`config.mk`:
```
export PLATFORM = sky130hd
export DESIGN_NAME = mem_arbiter
export DESIGN_NICKNAME = d
export VERILOG_FILES = /design/src/rtl/mem_arbiter_pkg.sv /design/src/rtl/mem_arb_prio.sv /design/src/rtl/mem_arbiter.sv
export SDC_FILE = /design/constraint.sdc
export NUM_CORES = 1
export LEC_CHECK = 0
export ABC_AREA = 1
export BUFFER_PORTS_ARGS = -buffer_cell sky130_fd_sc_hd__buf_2
export CAP_MARGIN = 5
export CORE_AREA = 3 3 105 107
export DETAILED_ROUTE_END_ITERATION = 8
export DIE_AREA = 0 0 108 110
export GPL_ROUTABILITY_DRIVEN = 0
export SYNTH_ARGS = -nofsm -noshare
export SYNTH_HDL_FRONTEND = slang
export SYNTH_SLANG_ARGS = --single-unit
export TNS_END_PERCENT = 30
```
`constraint.sdc`:
```
create_clock -name clk -period 1.8 [get_ports clk]
set_input_delay 0.45 -clock clk [delete_from_list [all_inputs] [get_ports clk]]
set_output_delay 0.45 -clock clk [all_outputs]
set_load 0.1 [all_outputs]
```
`src/rtl/mem_arbiter_pkg.sv`:
```
// Shared types for the fetch / load-store memory arbiter: bus word types,
// response-tracking state encoding and the starvation-counter width helper.
package mem_arbiter_pkg;

  typedef logic [31:0] addr_t;
  typedef logic [31:0] data_t;
  typedef logic [3:0]  be_t;

  typedef logic [1:0] arb_state_t;
  localparam arb_state_t ARB_IDLE  = 2'd0;
  localparam arb_state_t ARB_RD_IF = 2'd1;
  localparam arb_state_t ARB_RD_LS = 2'd2;

  // Counter must hold STARVE_LIMIT itself; never narrower than 3 bits.
  function automatic int starve_cnt_width(input int limit);
    int w;
    w = 3;
    while ((1 << w) <= limit) w++;
    return w;
  endfunction

endpackage

```
`src/rtl/mem_arb_prio.sv`:
```
// Priority decision between fetch and load/store: load/store wins unless
// fetch has been refused STARVE_LIMIT consecutive cycles.
module mem_arb_prio
  import mem_arbiter_pkg::*;
#(
  parameter int unsigned STARVE_LIMIT = 4
) (
  input  logic clk,
  input  logic reset,
  input  logic if_req,
  input  logic ls_req,
  output logic starve,
  output logic if_gnt,
  output logic ls_gnt
);

  localparam int CW = starve_cnt_width(STARVE_LIMIT);
  localparam logic [CW-1:0] LIMIT = CW'(STARVE_LIMIT);

  logic [CW-1:0] r_starve_cnt;

  assign starve = (r_starve_cnt == LIMIT);

  // Grants are qualified by reset so nothing reaches memory while held in reset.
  assign if_gnt = reset & if_req & (~ls_req | starve);
  assign ls_gnt = reset & ls_req & ~if_gnt;

  // NOTE: sequential state uses <= so every flop samples pre-edge values;
  // a blocking = here would let later readers in the same edge see the new value.
  always_ff @(posedge clk or negedge reset) begin
    if (!reset) begin
      r_starve_cnt <= '0;
    end else if (if_req && !if_gnt) begin
      if (!starve) r_starve_cnt <= r_starve_cnt + CW'(1);
    end else begin
      r_starve_cnt <= '0;
    end
  end

endmodule

```
`src/rtl/mem_arbiter.sv`:
```
// Arbitrates fetch and load/store onto one unified memory port and routes
// the one-cycle-latency read data back to whichever port issued the load.
module mem_arbiter
  import mem_arbiter_pkg::*;
#(
  parameter int unsigned STARVE_LIMIT = 4
) (
  input  logic  clk,
  input  logic  reset,

  input  logic  if_req,
  input  addr_t if_addr,
  output logic  if_gnt,
  output logic  if_rvalid,
  output data_t if_rdata,

  input  logic  ls_req,
  input  logic  ls_we,
  input  addr_t ls_addr,
  input  data_t ls_wdata,
  input  be_t   ls_be,
  output logic  ls_gnt,
  output logic  ls_rvalid,
  output data_t ls_rdata,

  output addr_t mem_addr,
  output data_t mem_wdata,
  output logic  mem_we,
  output be_t   mem_be,
  input  data_t mem_rdata
);

  logic       w_if_gnt;
  logic       w_ls_gnt;
  logic       w_starve;
  arb_state_t r_state;
  arb_state_t w_state_nxt;

  mem_arb_prio #(
    .STARVE_LIMIT(STARVE_LIMIT)
  ) u_prio (
    .clk    (clk),
    .reset  (reset),
    .if_req (if_req),
    .ls_req (ls_req),
    .starve (w_starve),
    .if_gnt (w_if_gnt),
    .ls_gnt (w_ls_gnt)
  );

  assign if_gnt = w_if_gnt;
  assign ls_gnt = w_ls_gnt;

  // Stores finish at grant, so only reads leave a response pending.
  always_comb begin
    // NOTE: default first so every path assigns -- otherwise a latch is inferred.
    w_state_nxt = ARB_IDLE;
    if (w_if_gnt)                w_state_nxt = ARB_RD_IF;
    else if (w_ls_gnt && !ls_we) w_state_nxt = ARB_RD_LS;
  end

  // NOTE: async reset clears state here, which also kills any in-flight response.
  always_ff @(posedge clk or negedge reset) begin
    if (!reset) r_state <= ARB_IDLE;
    else        r_state <= w_state_nxt;
  end

  assign if_rvalid = (r_state == ARB_RD_IF);
  assign ls_rvalid = (r_state == ARB_RD_LS);
  assign if_rdata  = if_rvalid ? mem_rdata : '0;
  assign ls_rdata  = ls_rvalid ? mem_rdata : '0;

  // Fetch is always a full-word read; an idle port drives all zeros.
  always_comb begin
    mem_addr  = '0;
    mem_wdata = '0;
    mem_we    = 1'b0;
    mem_be    = '0;
    if (w_if_gnt) begin
      mem_addr = if_addr;
      mem_be   = 4'hF;
    end else if (w_ls_gnt) begin
      mem_addr  = ls_addr;
      mem_wdata = ls_wdata;
      mem_we    = ls_we;
      mem_be    = ls_be;
    end
  end

  a_starve_grants_fetch: assert property (
    @(posedge clk) disable iff (!reset) (w_starve && if_req) |-> w_if_gnt
  );

endmodule

```
==> out/qor.yml <==
synth:
  synth_cells: 324
  postSynthAreaPerCell_um2: 4.65
  synth_largest_area_cell: "nor2_1"
  synth_edf_count: 0
  synth-seq-area-share: 0.0831
  yosys.cell_types.count: 17
  post-synth-top-area-fraction: 0.257
  async_reset_ff_frac: 1.00
  postSynthRegisterBits: 5
  synth_fp_nets: 463
  yosysWarningCount: 0
  synthesis.area_mm2: 0.00151
  dominantRegCellSynth: "dfrtp_1"
  synth.area.top_cells: "nor2_1 26%, nand2_1 20%, inv_1 19%"
  synth_common_cells: "103 x nor2_1, 79 x nand2_1, 75 x inv_1, 29 x nand3_1, 7 x buf_6"
  yosys.cell_count.top_type: "nor2_1"
clock_network:
  cts.sink_count: 5
  cts_made_buffers: 3
  worstSkewPairLatency_ns: 0.22
  worst_setup_hold_path_clk_slew_ns: 0.03
  cts_root_buffer: "clkbuf_8"
  cts-htree-levels: 1
  clk_path_buf_depth: 2
  tritoncts: "done"
  ctsHoldBuffers: 0
route:
  firstDrtPassIters: 4
  via_count: 2962
  route.final.wire_length_mm: 9.90
  route.antenna.remaining_nets: 0
  drt_iter0_drc: 65
  route.detailed.wl_per_inst_um: 13.3
  post-route-drc-count: 0
  post_drt_via_cell_ratio: 3.98
setup_path:
  cp_data_arrival_time_ns: 1.68
  critical_path.startpoint_type: "flop"
  worstPathRequired_ns: 1.35
  path_class: "flop to primary output"
  crit_path_max_fanout: 9
  endpoint_kind: "primary output"
global_route:
  pin_count_of_the_biggest_net_entering_global_routing: 38
  antenna_found_initial: 1
  grt_overflow_total: 0
  number_of_global_route_vias_before_repair: 3045
  grt_pass1_wl_mm: 14.9
  track_usage: 0.154
sta:
  unrepaired_setup_endpoints_after_global_routing: "true"
  maximum_clock_frequency_mhz: 470
  final_critical_path_setup_slack_ns: -0.328
  setup_skew_after_layout_ns: 0.00160
  period_minus_slack_ns: 2.13
  timing.final.max_slew_violations: 0
  slew_headroom: 0.821
  worstMarginPinSlew_ns: 0.269
  period_share: 1.18
  final-hold-violation-count: 0
  finalSetupViolCount: 93
floorplanning:
  coreArea_mm2: 0.0102
  die_area_mm2: 0.0119
  placementRows: 37
  floorplan.io_pins: 274
  floorplan.initialDensity: 0.147
  die_y_um: 110
  die_x_extent_um: 108
status:
  run_status: "finished, violations left"
  violations_in_the_final_reports: "negative setup slack"
power_and_ir_drop:
  ir_drop_uv: 308
  power.static_leakage_nw: 2.98
  power_density_mw_per_mm2: 402
cells_and_area:
  final_cells: 745
  synthToLayoutAreaGrowth_pct: 313
  layout.filler_cells: 829
  nets: 749
  drive_gt1_frac: 0.777
  fin_util: 0.608
  num_antenna_cells: 0
place:
  dpl.cell_count: 733
  buffer_ports.inserted: 273
  dp_slack_ns: -0.181
  hpwl_mm: 8.61
min_path:
  hp-class: "input port to asynchronous set/reset pin"
job:
  timing.max_cap.violations: 0
state kept, by name, indices dropped and copies added, names as in the netlist:
signal               flops
u_prio.r_starve_cnt      3
r_state                  2
per-stage QoR:
stage               hold slack [ns]  total power [mW]  instance area [um2]  TNS [ns]
global placement              0.374              2.19                 5860     -4.23
detailed placement            0.388              2.22                 5860     -8.67
finish                        0.158              2.50                 6220    -21.29
global route                  0.161              2.60                 6220    -29.89
CTS                           0.158              2.51                 6160    -22.38
floorplan                     0.154              1.41                 2230    -41.09
per-layer routing:
metal  vias up  wire length, um  global-route usage
li1       1494                -                   -
met2       160             5790               0.313
met5         -                7                   0
met1      1294             2940               0.157
met4         2              121              0.0216
met3        12             1050              0.0466
cell usage in the layout (no fill, tap or decap):
cell and n:
clkbuf_16 2, dfrtp_2 1, buf_12 147, buf_2 136, clkbuf_8 3, nand2_8 1
ha_4 1, nor2_4 68, nor2_2 30, a21oi_1 1, nor2_1 5, nand3_2 13
inv_4 1, ha_1 1, nand2_2 36, buf_4 12, buf_8 1, xor2_1 1
inv_1 70, a21oi_4 1, buf_6 2, nand2_4 13, nand2_1 33, dfrtp_1 4
inv_2 5, clkbuf_1 1, nand3_1 20
area by class of cell:
type	instances	area [um2]	area share
multi-input combinational	224	1790	0.287
timing repair buffer	300	3800	0.612
clock buffer	4	45.0	0.00725
inverter	76	288	0.0463
sequential	5	126	0.0203
tap	136	170	0.0274
worst max-delay path: stages (launching register included):
cell and delay [ns]:
dfrtp_1 0.38, inv_2 0.09, ha_4 0.15, nand2_4 0.07, a21oi_4 0.21, buf_6 0.20
nand2_1 0.08, nand2_2 0.11, buf_12 0.18
final timing paths:
check,startpoint,to,slack (ns),depth (start not counted)
worst min register to register,u_prio.r_starve_cnt[2],u_prio.r_starve_cnt[2],0.72,3
worst min-delay path,reset,r_state[1],0.16,2
worst max-delay path,u_prio.r_starve_cnt[0],mem_addr[18],-0.33,8
worst max register to register,u_prio.r_starve_cnt[0],u_prio.r_starve_cnt[0],0.43,8
min in group clk,ls_we,r_state[1],0.40,2
max in group asynchronous,reset,r_state[0],1.52,2
cell families (layout without fill, tap and decap cells):
logic type	count (synthesis)	in the layout	share of synthesized area
flip-flops	5	5	0.0831
buffers and inverters	95	380	0.283
XOR/XNOR	1	1	0.00582
adder cells (fa/ha/maj)	2	2	0.0166
AO/OA/AOI/OAI	2	2	0.0141
AND/OR/NAND/NOR	219	219	0.597
repair_timing:
item                                    CTS  global route
cloned                                    2             2
resized for setup                        40            21
buffers inserted                          7             0
pin swaps                                 4             7
endpoints found under the hold margin     0             0
endpoints found under the setup margin  132           131
power by group:
part           internal (mW)  switching (mW)
Combinational          0.773            1.39
Clock                  0.151          0.0487
Sequential             0.122         0.00672
Power figures use the tool's default switching activity.
